<file path="src/rtl/comparator_serial.sv">
// Bit-serial MSB-first magnitude comparator: captures two operands on start,
// resolves at the first differing bit and reports registered relational flags.
module comparator_serial #(
    parameter int unsigned WIDTH = 8
) (
    input  logic                             clk,
    input  logic                             reset_n,
    input  logic                             start,
    input  logic                             signed_mode,
    input  logic [WIDTH-1:0]                 valA,
    input  logic [WIDTH-1:0]                 valB,
    output logic                             busy,
    output logic                             done,
    output logic                             aGTb,
    output logic                             aGEb,
    output logic                             aLTb,
    output logic                             aLEb,
    output logic                             aEQb,
    output logic                             aNEb,
    output logic [$clog2(WIDTH+1)-1:0]       bits_examined
);

    localparam int unsigned CW = $clog2(WIDTH + 1);
    localparam int unsigned IW = $clog2(WIDTH);

    typedef enum logic {
        IDLE,
        SCAN
    } state_t;

    state_t           state_q, state_d;
    logic [WIDTH-1:0] opa_q, opa_d;
    logic [WIDTH-1:0] opb_q, opb_d;
    logic             sgn_q, sgn_d;
    logic [IW-1:0]    idx_q, idx_d;
    logic [CW-1:0]    cnt_q, cnt_d;
    logic [CW-1:0]    bits_q, bits_d;
    logic             busy_q, busy_d;
    logic             done_q, done_d;
    // Flag order: {gt, ge, lt, le, eq, ne}
    logic [5:0]       flags_q, flags_d;

    logic             bit_a;
    logic             bit_b;
    logic             sign_pos;
    logic             a_wins;

    // State and datapath registers
    always_ff @(posedge clk or negedge reset_n) begin
        if (!reset_n) begin
            state_q <= IDLE;
            opa_q   <= '0;
            opb_q   <= '0;
            sgn_q   <= 1'b0;
            idx_q   <= '0;
            cnt_q   <= '0;
            bits_q  <= '0;
            busy_q  <= 1'b0;
            done_q  <= 1'b0;
            flags_q <= '0;
        end else begin
            state_q <= state_d;
            opa_q   <= opa_d;
            opb_q   <= opb_d;
            sgn_q   <= sgn_d;
            idx_q   <= idx_d;
            cnt_q   <= cnt_d;
            bits_q  <= bits_d;
            busy_q  <= busy_d;
            done_q  <= done_d;
            flags_q <= flags_d;
        end
    end

    // Next-state and next-output logic
    always_comb begin
        state_d  = state_q;
        opa_d    = opa_q;
        opb_d    = opb_q;
        sgn_d    = sgn_q;
        idx_d    = idx_q;
        cnt_d    = cnt_q;
        bits_d   = bits_q;
        flags_d  = flags_q;
        busy_d   = 1'b0;
        done_d   = 1'b0;
        bit_a    = opa_q[idx_q];
        bit_b    = opb_q[idx_q];
        sign_pos = (idx_q == IW'(WIDTH - 1));
        // In signed mode a set sign bit means the smaller value.
        a_wins   = bit_a ^ (sgn_q & sign_pos);

        case (state_q)
            IDLE: begin
                if (start) begin
                    opa_d   = valA;
                    opb_d   = valB;
                    sgn_d   = signed_mode;
                    idx_d   = IW'(WIDTH - 1);
                    cnt_d   = '0;
                    busy_d  = 1'b1;
                    state_d = SCAN;
                end
            end
            SCAN: begin
                busy_d = 1'b1;
                cnt_d  = cnt_q + CW'(1);
                if (bit_a != bit_b) begin
                    flags_d = a_wins ? 6'b110001 : 6'b001101;
                    bits_d  = cnt_q + CW'(1);
                    busy_d  = 1'b0;
                    done_d  = 1'b1;
                    state_d = IDLE;
                end else if (idx_q == '0) begin
                    flags_d = 6'b010110;
                    bits_d  = cnt_q + CW'(1);
                    busy_d  = 1'b0;
                    done_d  = 1'b1;
                    state_d = IDLE;
                end else begin
                    idx_d = idx_q - IW'(1);
                end
            end
            default: state_d = IDLE;
        endcase
    end

    assign busy          = busy_q;
    assign done          = done_q;
    assign aGTb          = flags_q[5];
    assign aGEb          = flags_q[4];
    assign aLTb          = flags_q[3];
    assign aLEb          = flags_q[2];
    assign aEQb          = flags_q[1];
    assign aNEb          = flags_q[0];
    assign bits_examined = bits_q;

endmodule

</file>
<file path="config.mk">
export PLATFORM = sky130hd
export DESIGN_NAME = comparator_serial
export DESIGN_NICKNAME = d
export VERILOG_FILES = /design/src/rtl/comparator_serial.sv
export SDC_FILE = /design/constraint.sdc
export NUM_CORES = 1
export LEC_CHECK = 0
export ABC_AREA = 1
export CAP_MARGIN = 20
export CORE_MARGIN = 2
export CORE_UTILIZATION = 35
export CTS_CLUSTER_SIZE = 25
export DETAILED_ROUTE_END_ITERATION = 8
export GPL_TIMING_DRIVEN = 0
export PLACE_DENSITY_LB_ADDON = 0.08
export SETUP_SLACK_MARGIN = 0.3
export SYNTH_ARGS = -nofsm -noshare
export SYNTH_HDL_FRONTEND = slang
export SYNTH_SLANG_ARGS = --single-unit
</file>
<file path="constraint.sdc">
create_clock -name clk -period 1.95 [get_ports clk]
set_input_delay 0.2925 -clock clk [delete_from_list [all_inputs] [get_ports clk]]
set_output_delay 0.2925 -clock clk [all_outputs]
set_load 0.05 [all_outputs]
</file>
=== Yosys cells after proc, flatten, opt, wreduce, memory -nomap -nowiden ===
Index checks and enable logic that the tools add are counted.

* Output and inout port bits: 12
* Flip-flop bits (word level): 36

* Bitwise gates (word level): 3
* Equality and inequality tests: 5
* Reductions and logical operators: 5
* $lt $le $gt $ge: 1
* Add/subtract/negate cells: 2
* Mux-type cells: 22

{| class="wikitable"
|+ Operators with widths
! operator !! number
|-
| 6-bit 2-to-1 mux || 3
|-
| 4-bit 2-to-1 mux || 3
|-
| 3-bit 2-to-1 mux || 3
|-
| 1-bit 2-to-1 mux || 8
|-
| 4-bit case mux with 2 select lines || 1
|-
| 1-bit binary-select mux with 3-bit select || 2
|-
| 2-bit inequality test, second input constant || 3
|-
| 3-bit case mux with 2 select lines || 1
|-
| 4-bit by 1-bit adder with 4-bit output, second input constant || 1
|-
| 3-bit by 4-bit less-than comparator with 1-bit output, second input constant || 1
|-
| 2-bit AND reduction || 2
|-
| 3-bit equality test, second input constant || 1
|-
| 3-bit logical NOT || 1
|-
| 3-bit AND reduction || 1
|-
| 3-bit by 1-bit subtractor with 3-bit output, second input constant || 1
|-
| 1-bit case mux with 2 select lines || 1
|-
| 2-bit nonzero test || 1
|-
| 1-bit bitwise AND || 1
|-
| 1-bit inequality test || 1
|-
| 1-bit inverter || 1
|-
| 1-bit bitwise XOR || 1
|}

=== Longest topological paths before layout ===
* Depth in word-level cells: 5
* Depth in mapped cells: 12
* Gate-level depth less buffers: 12

=== Worst setup path before layout ===
OpenSTA, ideal clock, no wires.

* Kind: register to register
* Start point: reg, netlist name busy
* End point: reg opa_q[5]
* Cell stages (with the launch flop): 6
* Buffers on the path: 2
* Library setup time: 0.133 ns
* Setup slack: 0.313 ns
* Clock period less this slack: 1.637 ns
* Data arrival time: 1.505 ns
* Cell sequence: dfrtp_1 > buf_4 > inv_1 > nand2_1 > clkbuf_1 > a21oi_1

{| class="wikitable"
|+ RTL lines
! element !! RTL line !! text
|-
| to (signal assigned) || 63 || <nowiki>opa_q <= opa_d;</nowiki>
|-
| to (decl) || 32 || <nowiki>logic [WIDTH-1:0] opa_q, opa_d;</nowiki>
|}

=== Worst setup path in the final report ===
* Start point: reg idx_q[0]
* End point: reg flags_q[4]

* Word-level cells in the longest chain between the ends: 5
* Elaborated cells between the ends (all ways): 13

{| class="wikitable"
|+ RTL lines
! element !! RTL line !! text
|-
| from (decl) || 35 || <nowiki>logic [IW-1:0] idx_q, idx_d;</nowiki>
|-
| from (signal assigned) || 66 || <nowiki>idx_q <= idx_d;</nowiki>
|-
| 1-bit binary-select mux with 3-bit select (tied with other cells) || 87 || <nowiki>bit_a = opa_q[idx_q];</nowiki>
|-
| 1-bit 2-to-1 mux (not written as such) (tied with other cells) || 87 ||
|-
| 1-bit bitwise XOR / 1-bit inequality test (equally long branches) || 91, 108 ||
|-
| 6-bit 2-to-1 mux / 2-bit nonzero test (equally long branches) || n/a ||
|-
| 6-bit 2-to-1 mux / 2-bit AND reduction (equally long branches) || n/a ||
|-
| to (signal assigned) || 71 || <nowiki>flags_q <= flags_d;</nowiki>
|-
| to (decl) || 41 || <nowiki>logic [5:0] flags_q, flags_d;</nowiki>
|}

Several ways; a longest one is shown, not always the timed one. The select of a mux whose other input is x is not followed.
A chain may end at the register's enable or synchronous reset.

==> results.md <==
* Max Fclk at around 650 MHz
* Die Wd at approximately 74 µm
* DRT antenna net count at 0
* Reg2reg start: idx_q[0]
* Vias in the first global route at approximately 1.4k
* TritonCTS clock tree: yes
* Slew @ Worst Pin at slightly above 800 ps
* CTS max path bufs at 2
* PortBufs at 31
* Mapped Cells at around 210
* CTS clock-pin slew for the worst setup and hold paths at 70 ps
* Synth top cells by count: nand2_1 (57), dfrtp_1 (36), inv_1 (27)
* RSZ-0062 raised after global routing: yes
* DR iter-0 viols at approximately 50
* Worst setup path startpoint: idx_q[0]
* CP Max Fanout at 7
* Via count at approximately 1.5k
* CP peak stage delay at between 400 and 500 ps
* Post-synth EDFFs at 0
* Antenna violations before repair at 0
* Worst Path Arrival at between 1500 and 2000 ps
* Critical path startpoint category: flop
* Routed wire length at ~3800 µm
* N_diodes at 0
* Cell breakdown of the critical path: buf_6, nand2_1, nand3_2, nand2_1, nand2_1, nand2_2, nand2_4, nand3_4, buf_4, nor2_1, nor2_1
* CP top delay family: simple AND/OR/NAND/NOR gates
* Most frequent cell on the critical path: nand2_1
* Dpl cells at roughly 310
* Synth Flop Type: dfrtp_1
* Cts hold-fix bufs at 0
* Core box area at 4755 µm²
* Clock Skew at between 8 and 9 ps
* Most common cell in the netlist: nand2_1
* Fin crit period at ~1500 ps
* Gr ovfl total at 0
* Setup TNS at 0 ps
* Final count of pins violating max slew at 0
* Mapped cell area at roughly 1700 µm²
* Setup-failing EPs final at 0
* Run status: completed
* Met1 WL at around 1900 µm
* DPL Wire Length at ~2600 µm
* Seq/Total Area, Yosys at 0.5180
* Routability Congestion at ~0.86
* Synth area leaders: dfrtp_1 (52%), nand2_1 (12%), nand3_1 (7.5%), inv_1 (5.8%), a21oi_1 (4.9%)
* First-pass GRT wire length at 6444 µm
* Async S/R FF share, synth at 1.000
* DR WL/cell at roughly 12 µm
* Maximum vdd drop at 0.5709 mV
* Pin count of the biggest net entering global routing at 37
* Synth unique cells at 21
* Synthesized Nets at 237
* CTS sink cnt at 36
* Synth-to-Final Area Change at 33.67%
* Clock root buffer: clkbuf_8
* Crit Path Class: reg2reg
* Share of cells above drive strength 1 at 0.1712
* Clk_lat worst skew at between 200 and 300 ps
* Top Metal Used: met4
* Post-synth top area share at 0.5180
* # rows at 25
* Final worst-path cycle share at 0.7891
* Hold Crit Class: in2async
* Relative slew slack at 0.4588
* Die Y at ~74 µm
* Pre-Repair DR Iteration Count at 4
* Leak Pwr at 1.217 nW
* Power density over cell area at 1838 nW/µm²
* Tot GR Track Use at 0.1556
* Worst path required time at ~2100 ps
* H-tree levels at 2
* DRC Markers at 0
* Metal3 WL at approximately 160 µm
* Syn_area_per_cell at 8.165 µm²
* Cts bufs inserted at 5
* CP bufs+invs at 2
* Vias per cell at about 4.5
* Final non-filler cell total at between 300 and 400
* Nets@finish at approximately 280
* Top Ports at 32
* Register bit total from synthesis at 36
* Tot Pwr at around 4.3 mW
* Starting Density at 0.3658
* Slowest-stage cell, CP: dfrtp_2
* Hold Vio Cnt, Final at 0
* YS warnings at 0
* CP endpoint kind: flop
* Max cap viols at 0
* Top cell type by total area after synthesis: dfrtp_1
* DIE AREA at 5549 µm²
* DR WL met2 at between 1500 and 2000 µm
==> layout by cell type (no fill, tap or decap), types with 4 or more instances in the layout <==
master and count:
nand2_1 50, dfrtp_1 34, inv_1 26, nand3_1 20, nor2_1 20, clkdlybuf4s50_1 18, a21oi_1 17, dlygate4sd2_1 12
buf_4 8, nand2_2 7, nand3_2 6, o21ai_0 5, clkbuf_8 5, buf_6 4, ha_1 4
==> sequential cells by signal (all words and copies together) (netlist names), 3 cells and up <==
| signal | flops |
|---|---|
| flags_q | 6 |
| opa_q | 8 |
| opb_q | 8 |
| cnt_q | 4 |
| bits_examined | 4 |
| idx_q | 3 |
==> path summary, 6_finish.rpt <==
| check | end | slack (ps) | depth (start not counted) |
|---|---|---|---|
| min in group clk | flags_q[0] | 480 | 2 |
| setup / recovery | flags_q[4] | 410 | 11 |
| setup reg to reg | flags_q[4] | 410 | 11 |
| hold reg to reg | flags_q[0] | 480 | 2 |
| max in group asynchronous | idx_q[0] | 1290 | 1 |
| hold / removal | opa_q[5] | 90 | 1 |
==> cells by family after synthesis <==
| group | after synthesis | synth area share |
|---|---|---|
| flops | 36 | 0.5180 |
| simple gates | 111 | 0.2777 |
| fa+ha+maj | 4 | 0.02878 |
| xor+xnor | 2 | 0.01007 |
| buf+inv | 35 | 0.08777 |
| mux | 1 | 0.006474 |
| compound gates | 24 | 0.07122 |
==> area by class of cell <==
type                    instances  area [µm²]
fillers                       488        2430
flip-flops and latches         36       903.4
multi-input cells             142       745.7
repair buffers                 39       357.8
inverters                      28       112.6
well taps                      67       83.83
clock buffers                   5       68.82
plain buffers                   7       52.55
==> where the power goes <==
part | internal, mW | leakage [nW] | total (mW) | switching [mW]
clock | 0.230 | 0.0359 | 0.475 | 0.245
combinational | 0.922 | 0.763 | 2.52 | 1.59
sequential | 1.10 | 0.419 | 1.28 | 0.180
total | 2.25 | 1.22 | 4.27 | 2.02
==> per-layer routing <==
metal / vias to the layer above / GRT usage
li1: 765 / -
met1: 670 / 0.2068
met2: 22 / 0.2380
met3: 4 / 0.05285
met4: 0 / 0.05357
met5: - / 0
==> timing repair <==
| action | CTS | global route |
|---|---|---|
| resized for setup | 15 | 29 |
| endpoints found under the hold margin | 0 | 0 |
| endpoints found under the setup margin | 33 | 14 |
| buffers inserted | 0 | 6 |
| cloned | 0 | 2 |
| pin swaps | 0 | 7 |
==> per-stage QoR <==
stage                     area, µm²  hold WS [ps]  utilization  setup WS [ps]
after global routing           2325         163.6       0.4889          263.9
after floorplan                1739        -3.091            -          312.5
after CTS                      2185         130.2       0.4595          345.6
final                          2325         89.79       0.4889          411.3
after global placement         2133         467.8       0.4487         -288.0
after detailed placement       2128         444.5       0.4476          174.9
Note: power is estimated with default switching activity, not from simulation.
